File: config.mk
export PLATFORM = sky130hd
export DESIGN_NAME = jtag_tap_core
export DESIGN_NICKNAME = d
export VERILOG_FILES = /design/src/rtl/jtag_tap_pkg.sv /design/src/rtl/jtag_tck_edge.sv /design/src/rtl/jtag_tap_core.sv
export SDC_FILE = /design/constraint.sdc
export NUM_CORES = 1
export LEC_CHECK = 0
export CAP_MARGIN = 20
export CORE_UTILIZATION = 30
export CTS_BUF_LIST = sky130_fd_sc_hd__clkbuf_16
export DETAILED_ROUTE_END_ITERATION = 8
export PLACE_DENSITY = 0.49
export SLEW_MARGIN = 25
export SYNTH_ARGS = -nofsm -noshare
export SYNTH_HDL_FRONTEND = slang
export SYNTH_HIERARCHICAL = 1
export SYNTH_SLANG_ARGS = --single-unit
File: constraint.sdc
create_clock -name sys_clk -period 2.1 [get_ports sys_clk]
set_clock_uncertainty 0.2 [all_clocks]
set_input_delay 0.525 -clock sys_clk [delete_from_list [all_inputs] [get_ports sys_clk]]
set_output_delay 0.525 -clock sys_clk [all_outputs]
set_load 0.03 [all_outputs]
File: src/rtl/jtag_tap_pkg.sv
// jtag_tap_pkg: shared TAP state encoding, next-state function and default
// opcodes for the oversampled JTAG TAP (jtag_tap_core).
package jtag_tap_pkg;

  // IEEE 1149.1 state encoding, as seen on tap_state
  typedef enum logic [3:0] {
    TLR      = 4'hF,
    RTI      = 4'hC,
    SEL_DR   = 4'h7,
    CAP_DR   = 4'h6,
    SH_DR    = 4'h2,
    EX1_DR   = 4'h1,
    PAUSE_DR = 4'h3,
    EX2_DR   = 4'h0,
    UPD_DR   = 4'h5,
    SEL_IR   = 4'h4,
    CAP_IR   = 4'hE,
    SH_IR    = 4'hA,
    EX1_IR   = 4'h9,
    PAUSE_IR = 4'hB,
    EX2_IR   = 4'h8,
    UPD_IR   = 4'hD
  } tap_state_e;

  localparam logic [31:0] DEF_IDCODE_VAL   = 32'h1000_563D;
  localparam logic [3:0]  DEF_IDCODE_INSTR = 4'h1;
  localparam logic [3:0]  DEF_BYPASS_INSTR = 4'hF;
  localparam logic [3:0]  DEF_USER_INSTR   = 4'h8;

  // Standard TAP transition taken on a tck rise
  function automatic tap_state_e tap_next(input tap_state_e s, input logic tms);
    tap_state_e n;
    n = TLR;
    case (s)
      TLR:      n = tms ? TLR    : RTI;
      RTI:      n = tms ? SEL_DR : RTI;
      SEL_DR:   n = tms ? SEL_IR : CAP_DR;
      CAP_DR:   n = tms ? EX1_DR : SH_DR;
      SH_DR:    n = tms ? EX1_DR : SH_DR;
      EX1_DR:   n = tms ? UPD_DR : PAUSE_DR;
      PAUSE_DR: n = tms ? EX2_DR : PAUSE_DR;
      EX2_DR:   n = tms ? UPD_DR : SH_DR;
      UPD_DR:   n = tms ? SEL_DR : RTI;
      SEL_IR:   n = tms ? TLR    : CAP_IR;
      CAP_IR:   n = tms ? EX1_IR : SH_IR;
      SH_IR:    n = tms ? EX1_IR : SH_IR;
      EX1_IR:   n = tms ? UPD_IR : PAUSE_IR;
      PAUSE_IR: n = tms ? EX2_IR : PAUSE_IR;
      EX2_IR:   n = tms ? UPD_IR : SH_IR;
      UPD_IR:   n = tms ? SEL_DR : RTI;
      default:  n = TLR;
    endcase
    return n;
  endfunction

endpackage

File: src/rtl/jtag_tck_edge.sv
// jtag_tck_edge: synchronises tck/tms/tdi into sys_clk and flags tck edges.
// tms/tdi come from the same stage as tck so they line up with the edge.
module jtag_tck_edge #(
  parameter int SYNC_STAGES = 2
) (
  input  logic sys_clk,
  input  logic sys_rst_n,
  input  logic tck,
  input  logic tms,
  input  logic tdi,
  output logic tck_rise,
  output logic tck_fall,
  output logic tms_s,
  output logic tdi_s
);

  logic [SYNC_STAGES-1:0] tck_sync;
  logic [SYNC_STAGES-1:0] tms_sync;
  logic [SYNC_STAGES-1:0] tdi_sync;
  logic                   tck_d;

  // Shift the pins through the synchroniser chain and keep the last synced tck
  always_ff @(posedge sys_clk or negedge sys_rst_n) begin
    if (!sys_rst_n) begin
      tck_sync <= '0;
      tms_sync <= '0;
      tdi_sync <= '0;
      tck_d    <= 1'b0;
    end else begin
      tck_sync[0] <= tck;
      tms_sync[0] <= tms;
      tdi_sync[0] <= tdi;
      for (int i = 1; i < SYNC_STAGES; i++) begin
        tck_sync[i] <= tck_sync[i-1];
        tms_sync[i] <= tms_sync[i-1];
        tdi_sync[i] <= tdi_sync[i-1];
      end
      tck_d <= tck_sync[SYNC_STAGES-1];
    end
  end

  assign tck_rise = tck_sync[SYNC_STAGES-1] & ~tck_d;
  assign tck_fall = ~tck_sync[SYNC_STAGES-1] & tck_d;
  assign tms_s    = tms_sync[SYNC_STAGES-1];
  assign tdi_s    = tdi_sync[SYNC_STAGES-1];

endmodule

File: src/rtl/jtag_tap_core.sv
// jtag_tap_core: IEEE 1149.1 TAP running in sys_clk by oversampling tck.
// Provides IR, IDCODE and BYPASS. Defining JTAG_TAP_USER_DR_EN adds a 32-bit
// user data register (user_din/user_dout/user_update) selected by USER_INSTR.
module jtag_tap_core
  import jtag_tap_pkg::*;
#(
  parameter int                IR_LEN       = 4,
  parameter logic [31:0]       IDCODE_VAL   = DEF_IDCODE_VAL,
  parameter logic [IR_LEN-1:0] IDCODE_INSTR = IR_LEN'(DEF_IDCODE_INSTR),
  parameter logic [IR_LEN-1:0] BYPASS_INSTR = IR_LEN'(DEF_BYPASS_INSTR),
  parameter int                SYNC_STAGES  = 2
`ifdef JTAG_TAP_USER_DR_EN
  , parameter logic [IR_LEN-1:0] USER_INSTR = IR_LEN'(DEF_USER_INSTR)
`endif
) (
  input  logic              sys_clk,
  input  logic              sys_rst_n,
  input  logic              tck,
  input  logic              tms,
  input  logic              tdi,
  output logic              tdo,
  output logic [3:0]        tap_state,
  output logic [IR_LEN-1:0] ir_out,
  output logic              tlr_active
`ifdef JTAG_TAP_USER_DR_EN
  , input  logic [31:0]     user_din
  , output logic [31:0]     user_dout
  , output logic            user_update
`endif
);

  logic              tck_rise;
  logic              tck_fall;
  logic              tms_s;
  logic              tdi_s;
  tap_state_e        state;
  tap_state_e        state_nxt;
  logic [IR_LEN-1:0] ir_shift;
  logic [31:0]       dr_shift;
  logic              bypass_sr;
  logic              sel_idcode;
  logic              sel_user;
  logic              sel_bypass;

  jtag_tck_edge #(
    .SYNC_STAGES(SYNC_STAGES)
  ) u_edge (
    .sys_clk  (sys_clk),
    .sys_rst_n(sys_rst_n),
    .tck      (tck),
    .tms      (tms),
    .tdi      (tdi),
    .tck_rise (tck_rise),
    .tck_fall (tck_fall),
    .tms_s    (tms_s),
    .tdi_s    (tdi_s)
  );

  assign state_nxt  = tap_next(state, tms_s);
  assign tap_state  = state;
  assign tlr_active = (state == TLR);

  // Instruction decode; anything unrecognised falls back to BYPASS
  assign sel_idcode = (ir_out == IDCODE_INSTR);
`ifdef JTAG_TAP_USER_DR_EN
  assign sel_user   = (ir_out == USER_INSTR) && !sel_idcode;
`else
  assign sel_user   = 1'b0;
`endif
  assign sel_bypass = (ir_out == BYPASS_INSTR) || !(sel_idcode || sel_user);

  // TAP FSM with IR/DR actions on tck rise and tdo update on tck fall
  always_ff @(posedge sys_clk or negedge sys_rst_n) begin
    if (!sys_rst_n) begin
      state     <= TLR;
      ir_shift  <= '0;
      ir_out    <= IDCODE_INSTR;
      dr_shift  <= '0;
      bypass_sr <= 1'b0;
      tdo       <= 1'b0;
`ifdef JTAG_TAP_USER_DR_EN
      user_dout   <= '0;
      user_update <= 1'b0;
`endif
    end else begin
`ifdef JTAG_TAP_USER_DR_EN
      user_update <= 1'b0;
`endif
      if (tck_rise) begin
        state <= state_nxt;
        case (state)
          CAP_IR: ir_shift <= IR_LEN'(2'b01);
          SH_IR:  ir_shift <= {tdi_s, ir_shift[IR_LEN-1:1]};
          UPD_IR: ir_out   <= ir_shift;
          CAP_DR: begin
            if (sel_idcode) begin
              dr_shift <= IDCODE_VAL;
`ifdef JTAG_TAP_USER_DR_EN
            end else if (sel_user) begin
              dr_shift <= user_din;
`endif
            end else begin
              bypass_sr <= 1'b0;
            end
          end
          SH_DR: begin
            if (sel_bypass) bypass_sr <= tdi_s;
            else            dr_shift  <= {tdi_s, dr_shift[31:1]};
          end
`ifdef JTAG_TAP_USER_DR_EN
          UPD_DR: begin
            if (sel_user) begin
              user_dout   <= dr_shift;
              user_update <= 1'b1;
            end
          end
`endif
          default: ;
        endcase
        // IR returns to IDCODE on entry to TLR and is held there while in it
        if (state == TLR || state_nxt == TLR) ir_out <= IDCODE_INSTR;
      end else if (tck_fall) begin
        if (state == SH_IR)      tdo <= ir_shift[0];
        else if (state == SH_DR) tdo <= sel_bypass ? bypass_sr : dr_shift[0];
        else                     tdo <= 1'b0;
      end
    end
  end

endmodule

== Word level (Yosys, flattened, before mapping) ==
Cells that the tools add are included.

* Register bits: 53
* Bits of input ports: 5
* Logic and storage cells: 77

* Eq/ne operators: 22
* Mux-type cells: 25
* Bitwise gates (word level): 5
* Reductions and logical operators: 15

{| class="wikitable"
|+ Operator list
! kind !! number
|-
| 32-bit two-way mux || 2
|-
| 32-bit one-hot mux with 2 select lines || 1
|-
| 4-bit one-hot mux with 12 select lines || 1
|-
| 4-bit == test, second input constant || 10
|-
| 4-bit by 3-bit == test with 1-bit output, second input constant || 4
|-
| 2-bit two-way mux || 6
|-
| 3-bit two-way mux || 4
|-
| 4-bit two-way mux || 3
|-
| 4-bit by 1-bit == test with 1-bit output, second input constant || 2
|-
| 4-bit by 2-bit == test with 1-bit output, second input constant || 2
|-
| 2-bit != test, second input constant || 4
|-
| 4-bit one-hot mux with 2 select lines || 1
|-
| 4-bit AND reduction || 2
|-
| 1-bit two-way mux || 6
|-
| 2-bit AND reduction || 3
|-
| 2-bit nonzero test || 3
|-
| 4-bit logical NOT || 1
|-
| 2-bit OR reduction || 2
|-
| 1-bit inverter || 3
|-
| 3-bit OR reduction || 1
|-
| 1-bit bitwise AND || 2
|-
| 1-bit logical OR || 2
|-
| 1-bit one-hot mux with 2 select lines || 1
|-
| 1-bit logical NOT || 1
|}

== Depth between registers and ports, before layout ==
Gate-level depths: netlist of the first run.

* Depth in word-level cells: 7
* Mapped depth: 6

== Hierarchy ==
The synthesis of the first run kept the hierarchy.

{| class="wikitable"
|+ By module, submodules not included
! module !! instances !! cells an instance !! area each (µm²) !! sequential area each (µm²)
|-
| jtag_tap_core || 1 || 215 || 2028.2 || 1157.4
|-
| jtag_tck_edge || 1 || 9 || 190.2 || 175.2
|}

== Worst setup path after synthesis of the first run ==
No wires, ideal clock.

* Path type: register -> output
* From: reg state[2] (netlist: tap_state[2])
* To: out tlr_active
* Arrival: 1319 ps
* Data required time: 1375 ps
* Slack: 56 ps
* Cell stages (with the launch flop): 3
* Path buffers: 1
* Cell sequence: dfstp_2 clkbuf_1 and4_1

* Word-level cells in the longest chain between the ends: 1

{| class="wikitable"
|+ RTL lines
! item !! line !! text
|-
| from (decl) || jtag_tap_core.sv:36 || <nowiki>tap_state_e state;</nowiki>
|-
| from (signal assigned) || jtag_tap_core.sv:90 || <nowiki>state <= state_nxt;</nowiki>
|-
| 4-bit == test || jtag_tap_core.sv:61 || <nowiki>assign tlr_active = (state == TLR);</nowiki>
|-
| to (decl) || jtag_tap_core.sv:24 || <nowiki>output logic tlr_active</nowiki>
|}

Every way passes these cells.

== Worst setup path in the final report of the first run ==
* From: reg state[3] (netlist: tap_state[3])
* To: out tlr_active

Same word-level chain as after synthesis.

==> results of run 1 <==
-- power groups by stage --
stage | Sequential [mW] | Clock [mW] | Combinational, mW
floorplan | 1.50 | 0 | 0.531
global placement | 1.40 | 0 | 0.960
detailed placement | 1.40 | 0 | 0.961
CTS | 1.38 | 0.943 | 0.936
global route | 1.41 | 0.976 | 1.08
finish | 1.38 | 0.906 | 0.971
-- through the flow --
stage	hold slack, ps	power (mW)	instances
final	148	3.26	341
after global routing	151	3.47	341
after CTS	150	3.26	339
after detailed placement	135	2.36	330
after global placement	133	2.36	330
after floorplan	29.4	2.03	224
-- sequential cells by signal (all words and copies together), names as in the netlist --
name             count
u_edge/tck_sync      2
dr_shift            32
u_edge/tck_d         1
tap_state            4
bypass_sr            1
ir_shift             4
ir_out               4
u_edge/tms_sync      2
tdo                  1
u_edge/tdi_sync      2
-- worst register-to-register path, cell delays in order, from the launching register on --
cell     delay [ps]
dfstp_2         580
and3_1          690
nand2_1         130
o21ai_0         160
-- layout make-up --
cell class              instances  share of cell area, %
flip-flops and latches         53                   49.9
multi-input cells             155                   29.6
repair buffers                 27                   9.65
clock buffers                   5                   4.68
well taps                      96                   4.50
clock inverters                 3                   1.41
inverters                       2                  0.281
-- cell families (layout without fill, tap and decap cells) --
group	after synthesis	count (layout)	synth area share, %
AND/OR/NAND/NOR	96	96	20.2
AO/OA/AOI/OAI	57	57	14.4
flip-flops	53	53	60.1
buffers and inverters	16	37	4.29
multiplexers	2	2	0.959
-- cell usage in the layout (no fill, tap or decap), types with 2 or more instances in the layout --
master           netlist  routed
clkbuf_16              0       5
buf_6                  3       3
o21ai_0               11      11
buf_4                  1       9
inv_1                  2       3
buf_12                 0       2
a22o_1                 3       3
nand2_1               64      64
and4_1                 2       2
a31oi_1                2       2
o21ai_1               27      27
nor2_1                14      14
nor2b_1                5       5
dfrtp_1               48      48
clkdlybuf4s50_1        0       4
nand3_1                3       3
a21oi_1                6       6
dlygate4sd2_1          0       7
dfstp_2                5       5
-- metal layers --
metal  routed length, um  track usage, %  vias to the layer above
li1                    -               -                      786
met1                2170            16.7                      721
met2                1750            17.1                       14
met3                  84            3.11                        4
met4                  53            4.02                        0
met5                   0               0                        -
-- worst max path at each step --
stage          cells past startpoint          from            to  slack (ps)
6_report                           3  tap_state[3]    tlr_active          50
4_1_cts                            3  tap_state[0]    tlr_active          20
2_1_floorplan                      2  tap_state[2]    tlr_active          60
3_3_place_gp                       1  tap_state[0]  tap_state[0]         160
5_1_grt                            3  tap_state[3]    tlr_active         -10
3_5_place_dp                       1  tap_state[0]  tap_state[0]         150
-- timing repair --
item,4_1_cts,5_1_grt
setup endpoints to repair,7,1
gates resized for setup,7,3
hold endpoints to repair,9,0
hold buffers,1,0
buffers inserted,0,2
==> metrics.md, run 1 <==
| Metric | Value |
|---|---|
| Outcome | `finished, final reports clean` |
| WS Path Type | `reg -> out` |
| RR Endpoint | `dr_shift[25]` |
| GRT Util Overall | `11.7%` |
| Hold Startpoint | `u_edge/tck_sync[0]` |
| Critical path arrival | `1330 ps` |
| Final Setup Violations | `0` |
| Synthesized area | `2220 um2` |
| Die ar. | `7740 um2` |
| Routed WL | `4.06 mm` |
| Maxcap violations | `0` |
| Total grt overflow | `0` |
| Input/output buffers | `14` |
| Cell variety after synth | `35` |
| Synth-to-layout area growth | `20.4%` |
| Number of H-tree levels | `2` |
| Yosys top cell by area | `dfrtp_1` |
| Fillcell total | `712` |
| GPL Wtd Cong | `0.792` |
| Worst-Skew Late Latency | `290 ps` |
| Pwr Density | `1220 nW/um2` |
| Most frequent cell after synthesis | `nand2_1` |
| Wire per inst | `11.9 um` |
| Slowest-stage cell, CP | `dfstp_2` |
| Worst setup margin | `46.4 ps` |
| I/O pin count | `15` |
| Critical path peak fanout | `12` |
| Number of global-route vias before repair | `1452` |
| Clk buf depth | `2` |
| CP Launch Type | `register` |
| Core ar. | `6980 um2` |
| Post-route ant nets | `0` |
| R2r startpoint | `tap_state[1]` |
| Top-area cell type share of the netlist area | `54.1%` |
| Final cycle utilization of the critical path | `97.8%` |
| Antenna Cells | `0` |
| Critical path cell sequence | `buf_4 > and4_1 > buf_6` |
| Worst r2r path cells | `3` |
| Slowest stage delay, CP | `530 ps` |
| Slew Limit Fails | `0` |
| Combinational power share | `29.8%` |
| VDD IR max | `0.307 mV` |
| Vias after detailed routing | `1525` |
| Worst hold path class | `reg -> reg` |
| Syn Area/Cell | `9.90 um2` |
| Vias per inst | `4.47` |
| Starting Density | `31.8%` |
| Clk root buf | `clkbuf_16` |
| Register area share after synthesis | `60.1%` |
| Area after DPL | `2480 um2` |
| Final core occ | `38.3%` |
| Fin. Hold Viols | `0` |
| Syn_nets | `229` |
| Required @ worst endpoint | `1370 ps` |
| DRC violation count after routing | `0` |
| Area of the multi-input gates | `791 um2` |
| Top post-synthesis cells by count | `64 x nand2_1, 48 x dfrtp_1, 27 x o21ai_1, 14 x nor2_1, 11 x o21ai_0` |
| Peak Freq | `487 MHz` |
| Dpl hpwl | `2.54 mm` |
| Final setup TNS | `0 ps` |
| Kind of cell adding the most delay to the critical path | `flip-flops` |
| CP bufs+invs | `2` |
| Post-synth EDFFs | `0` |
| Post-synthesis instance total | `224` |
| CTS sink cnt | `53` |
| Pint | `2.20 mW` |
| Cell count of the worst hold path | `0` |
| CTS tree | `done` |
| DR pass1 iterations | `4` |
| # rows | `30` |
| Sequential cell fraction of total power | `42.4%` |
| Dpl ws | `154 ps` |
| Final min period | `2050 ps` |
| Initial DRC Count | `93` |
| Psw | `1.05 mW` |
| Nets | `249` |
| WHS Endpoint | `u_edge/tck_sync[1]` |
| Synth area leaders | `dfrtp_1 54%, nand2_1 11%, o21ai_1 6.1%, dfstp_2 5.9%, o21ai_0 2.5%` |
| Pin count of the biggest net entering global routing | `65` |
| Lkg Pwr | `1.21 nW` |
| First-pass GRT wire length | `6.97 mm` |
| Ys async rst share | `100%` |
| Die Y | `88.0 um` |
| CTS buffer count | `5` |
| Endpoint type of the worst setup path | `output pin` |
| Die Wd | `88.0 um` |
| Synthesis Warnings | `6` |
| Share of layout cells above drive strength 1 | `12.7%` |
| FF+latch area | `1330 um2` |
| Switching Fraction | `32.3%` |
| Initial antenna violation count | `0` |
| Post-layout instance area | `2670 um2` |
| Power share of the clock group | `27.8%` |
| Flop2flop setup slack | `250 ps` |
| Worst slew margin | `46.7%` |
| CTS clk-pin slew, worst paths | `70 ps` |
| Ys flop type | `dfrtp_1` |
| Worst Max-Slew Pin Slew | `799 ps` |
| Synth Register Bits | `53` |
Power figures use the tool's default switching activity.
==> run 2, diff against run 1 <==
--- a/config.mk
+++ b/config.mk
@@ -6,8 +6,10 @@
 export NUM_CORES = 1
 export LEC_CHECK = 0
 export CAP_MARGIN = 20
+export CORE_MARGIN = 2
 export CORE_UTILIZATION = 30
 export CTS_BUF_LIST = sky130_fd_sc_hd__clkbuf_16
+export CTS_CLUSTER_SIZE = 8
 export DETAILED_ROUTE_END_ITERATION = 8
 export PLACE_DENSITY = 0.49
 export SLEW_MARGIN = 25
==> run 2 against run 1 <==
Against the previous run: sequential cell count is the same; combinational power is 0.5% lower; maximum frequency increased by 0.97%; highest routed layer unchanged; sequential share of layout area shrank 0.37 points; critical path depth is 2 lower; non-clock buffer count fell by 1.
==> metrics.md, run 2 (synthesis gave the netlist of run 1 again) <==
| Metric | Value |
|---|---|
| Outcome | `finished, final reports clean` |
| Dpl hpwl | `2.66 mm` |
| Flop2flop setup slack | `250 ps` |
| RR Endpoint | `dr_shift[24]` |
| Max reg flops | `32` |
| Slowest-stage cell, CP | `clkdlybuf4s50_1` |
| DR pass1 iterations | `4` |
| Critical path cell sequence | `clkdlybuf4s50_1` |
| Lkg Pwr | `1.21 nW` |
| Number of global-route vias before repair | `1501` |
| Required @ worst endpoint | `1370 ps` |
| Die Wd | `90.0 um` |
| First-pass GRT wire length | `7.18 mm` |
| I/O pin count | `15` |
| Vias per inst | `4.47` |
| M1 WL | `2.02 mm` |
| Commonest non-fill, non-tap cells in the layout | `64 x nand2_1, 48 x dfrtp_1, 27 x o21ai_1, 14 x nor2_1, 11 x o21ai_0` |
| Final min period | `2030 ps` |
| Total power | `3.26 mW` |
| WS Path Type | `reg -> out` |
| Final Setup Violations | `0` |
| Post-route ant nets | `0` |
| Wire per inst | `11.5 um` |
| Share of layout cells above drive strength 1 | `13.5%` |
| Critical path peak fanout | `2` |
| VDD IR max | `0.359 mV` |
| Post-layout instance area | `2690 um2` |
| Starting Density | `30.7%` |
| Clk buf depth | `2` |
| DR WL met2 | `1.77 mm` |
| Initial DRC Count | `55` |
| Kind of cell adding the most delay to the critical path | `buffers and inverters` |
| Initial antenna violation count | `0` |
| Routed WL | `3.95 mm` |
| Pin count of the biggest net entering global routing | `36` |
| Slew Limit Fails | `0` |
| Worst slew margin | `65.8%` |
| Fin. Hold Viols | `0` |
| Worst hold path class | `in -> async` |
| Final cycle utilization of the critical path | `96.8%` |
| Die ar. | `8100 um2` |
| CP bufs+invs | `1` |
| CTS clk-pin slew, worst paths | `70 ps` |
| Slowest stage delay, CP | `670 ps` |
| Total grt overflow | `0` |
| Synth-to-layout area growth | `21.3%` |
| Nets | `248` |
| # rows | `31` |
| Worst-Skew Late Latency | `290 ps` |
| R2r startpoint | `ir_out[0]` |
| Commonest non-fill, non-tap cell in the layout | `nand2_1` |
| CTS tree | `done` |
| Vias after detailed routing | `1533` |
| CTS sink cnt | `53` |
| DRC violation count after routing | `0` |
| Maxcap violations | `0` |
| Endpoint type of the worst setup path | `output pin` |
| Antenna Cells | `0` |
| Core ar. | `7210 um2` |
| GRT Util Overall | `10.7%` |
| Most flops, register | `dr_shift` |
| Unrepaired setup endpoints after global routing | `no` |
| Number of H-tree levels | `2` |
| Max layer used | `met4` |
| Input/output buffers | `14` |
| Die Y | `90.0 um` |
| Worst Max-Slew Pin Slew | `513 ps` |
| Final setup TNS | `0 ps` |
| Wire length on met3 | `104 um` |
| GPL Wtd Cong | `0.702` |
| Area after DPL | `2520 um2` |
| CP Launch Type | `register` |
| CTS buffer count | `5` |
| Clk root buf | `clkbuf_16` |
| Pwr Density | `1210 nW/um2` |
| Peak Freq | `492 MHz` |
| Worst r2r path cells | `5` |
| Critical path arrival | `1310 ps` |
## run 2: cell types whose count changed in the layout (fill, tap and decap cells not counted)
cell           previous run  this run
buf_4                     9         7
buf_8                     0         1
dlygate4sd3_1             1         0
clkinv_4                  0         1
clkinv_1                  1         0
and3_2                    0         1
buf_12                    2         3
and3_1                    1         0
## run 2: per-stage QoR
| stage | hold WS [ps] | utilization [%] | setup slack, ps | cells |
|---|---|---|---|---|
| after floorplan | 29.4 | - | 55.9 | 224 |
| after global placement | 131 | 34.9 | 155 | 336 |
| after detailed placement | 140 | 34.9 | 133 | 336 |
| after CTS | 22.6 | 37.1 | 25.8 | 343 |
| after global routing | 46.6 | 37.3 | 5.77 | 343 |
| final | 7.77 | 37.3 | 66.2 | 343 |
## run 2: routing by layer
metal | global-route usage [%] | up-vias
li1 | - | 792
met1 | 14.7 | 717
met2 | 16.9 | 18
met3 | 2.26 | 6
met5 | 0 | -
met4 | 3.85 | 0
## run 2: worst max-delay path by stage
stage	startpoint	to	slack [ps]	cells after the start
2_1_floorplan	tap_state[2]	tlr_active	60	2
3_3_place_gp	tap_state[0]	dr_shift[27]	150	5
3_5_place_dp	tap_state[0]	dr_shift[22]	130	5
4_1_cts	tap_state[2]	tlr_active	30	3
5_1_grt	tap_state[2]	tlr_active	6	3
6_report	tdo	tdo	70	1
## run 2: power breakdown
group          switching, mW  internal (mW)  leakage [nW]
sequential             0.137           1.25         0.687
combinational          0.554          0.412         0.438
clock                  0.351          0.560        0.0852
total                   1.04           2.22          1.21
## run 2: area by class of cell
| cell class | instances | area [um2] |
|---|---|---|
| fillers | 770 | 4520 |
| flip-flops and latches | 53 | 1330 |
| multi-input cells | 155 | 792 |
| repair buffers | 26 | 268 |
| clock buffers | 5 | 125 |
| well taps | 99 | 124 |
| clock inverters | 3 | 42.5 |
| inverters | 2 | 7.51 |
## run 2: repair_timing
| action | CTS | global route |
|---|---|---|
| buffers inserted | 0 | 0 |
| resized for setup | 8 | 5 |
| hold buffers | 0 | 0 |
| endpoints found under the setup margin | 8 | 19 |
==> run 3, diff against run 2 <==
--- a/config.mk
+++ b/config.mk
@@ -6,12 +6,13 @@
 export NUM_CORES = 1
 export LEC_CHECK = 0
 export CAP_MARGIN = 20
-export CORE_MARGIN = 2
+export CORE_MARGIN = 8
 export CORE_UTILIZATION = 30
 export CTS_BUF_LIST = sky130_fd_sc_hd__clkbuf_16
 export CTS_CLUSTER_SIZE = 8
 export DETAILED_ROUTE_END_ITERATION = 8
 export PLACE_DENSITY = 0.49
+export SKIP_CTS_REPAIR_TIMING = 1
 export SLEW_MARGIN = 25
 export SYNTH_ARGS = -nofsm -noshare
 export SYNTH_HDL_FRONTEND = slang
==> run 3 against run 2 <==
Against the previous run: clock power decreased by 15%; cell area decreased by 0.51%; global-route usage decreased by 2.1 points; largest cell class unchanged; core utilization decreased by 0.19 points; critical endpoint unchanged; largest power group unchanged; non-clock buffer count increased by 1; worst hold slack improved by 2.6 ps.
==> metrics.md, run 3 (synthesis gave the netlist of run 1 again) <==
| Metric | Value |
|---|---|
| Final min period | `2030 ps` |
| Number of H-tree levels | `2` |
| Dpl hpwl | `2.66 mm` |
| Post-route ant nets | `0` |
| Critical path arrival | `1310 ps` |
| R2r startpoint | `tap_state[0]` |
| Starting Density | `30.7%` |
| Worst slew margin | `49.1%` |
| Clk root buf | `clkbuf_16` |
| Commonest non-fill, non-tap cell in the layout | `nand2_1` |
| Final setup TNS | `0 ps` |
| Number of global-route vias before repair | `1477` |
| Maxcap violations | `0` |
| Final Setup Violations | `0` |
| CTS clk-pin slew, worst paths | `70 ps` |
| Wire per inst | `11.5 um` |
| Worst-Skew Late Latency | `280 ps` |
| Die Y | `102 um` |
| Nets | `249` |
| Critical path peak fanout | `2` |
| CP Launch Type | `register` |
| CTS sink cnt | `53` |
| Share of layout cells above drive strength 1 | `13.1%` |
| Commonest non-fill, non-tap cells in the layout | `64 x nand2_1, 48 x dfrtp_1, 27 x o21ai_1, 14 x nor2_1, 11 x o21ai_0` |
| Core ar. | `7210 um2` |
| CP bufs+invs | `1` |
| Die ar. | `10400 um2` |
| Die Wd | `102 um` |
| Worst hold path class | `in -> async` |
| Peak Freq | `492 MHz` |
| Slowest-stage cell, CP | `clkdlybuf4s50_1` |
| Worst Max-Slew Pin Slew | `764 ps` |
| Fillcell total | `768` |
| DR pass1 iterations | `4` |
| Slowest stage delay, CP | `670 ps` |
| Fin. Hold Viols | `0` |
| WS Path Type | `reg -> out` |
| CP Launch Point | `tdo` |
| Kind of cell adding the most delay to the critical path | `buffers and inverters` |
| # rows | `31` |
| First-pass GRT wire length | `7.10 mm` |
| Total grt overflow | `0` |
| Unrepaired setup endpoints after global routing | `no` |
| Initial DRC Count | `52` |
| Lkg Pwr | `1.26 nW` |
| Routed WL | `3.96 mm` |
| Critical path cell sequence | `clkdlybuf4s50_1` |
| I/O pin count | `15` |
| Vias after detailed routing | `1514` |
| CTS buffer count | `5` |
| Initial antenna violation count | `0` |
| Antenna Cells | `0` |
| Most flops, register | `dr_shift` |
| FF+latch area | `1330 um2` |
| GRT Util Overall | `8.61%` |
| DRC violation count after routing | `0` |
| Input/output buffers | `14` |
| Vias per inst | `4.40` |
| Area of the multi-input gates | `791 um2` |
| VDD IR max | `0.330 mV` |
| Pin count of the biggest net entering global routing | `35` |
| Endpoint type of the worst setup path | `output pin` |
| Synth-to-layout area growth | `20.7%` |
| Outcome | `finished, final reports clean` |
| Pwr Density | `1170 nW/um2` |
| Required @ worst endpoint | `1370 ps` |
| Max reg flops | `32` |
| CTS tree | `done` |
| Clk buf depth | `2` |
| Slew Limit Fails | `0` |
| GPL Wtd Cong | `0.738` |
| Total power | `3.14 mW` |
| Final cycle utilization of the critical path | `96.8%` |
==> run 3: changes by cell type in the layout (fill, tap and decap cells not counted) <==
cell	change
inv_1	-1
bufinv_16	-1
clkinv_2	+1
clkinv_4	-1
buf_8	-1
dlygate4sd2_1	-7
and3_1	+1
clkinv_1	+2
dlymetal6s2s_1	+7
buf_4	+2
buf_6	+1
and3_2	-1
buf_12	-1
==> run 3: final cells by class <==
cell class	count	area share, %
clock buffer	5	4.67
clock inverter	3	0.467
inverter	2	0.280
multi-input combinational	155	29.5
sequential	53	49.8
tap	99	4.63
timing repair buffer	27	10.7
==> run 3: through the flow <==
| stage | instance area [um2] | hold slack (ps) | setup slack, ps | std cells | utilization [%] |
|---|---|---|---|---|---|
| 2_1_floorplan | 2220 | 29.4 | 55.9 | 224 | - |
| 3_3_place_gp | 2500 | 133 | 162 | 335 | 34.7 |
| 3_5_place_dp | 2500 | 137 | 153 | 335 | 34.7 |
| 4_1_cts | 2640 | 28.1 | -166 | 343 | 36.6 |
| 5_1_grt | 2680 | 35.5 | 15.6 | 344 | 37.1 |
| 6_report | 2680 | 10.4 | 68.0 | 344 | 37.1 |
==> run 3: per-layer routing <==
| metal | up-vias | wire length (um) | global-route usage, % |
|---|---|---|---|
| met5 | - | 0 | 0 |
| met4 | 0 | 39 | 3.95 |
| met3 | 2 | 75 | 2.32 |
| met2 | 14 | 1760 | 12.5 |
| met1 | 707 | 2080 | 11.6 |
| li1 | 791 | - | - |
==> run 3: worst paths after layout <==
check | to | slack, ps | cells after the start
worst max-delay path | tdo | 70 | 1
worst min-delay path | dr_shift[16] | 10 | 2
worst max register to register | dr_shift[25] | 260 | 4
worst min register to register | u_edge/tdi_sync[1] | 150 | 0
max in group asynchronous | ir_out[0] | 1270 | 2
min in group sys_clk | u_edge/tdi_sync[1] | 150 | 0
==> run 3: report_power, final <==
group	internal (mW)	switching, mW	leakage (nW)
combinational	0.425	0.567	0.505
sequential	1.25	0.132	0.687
clock	0.432	0.339	0.0687
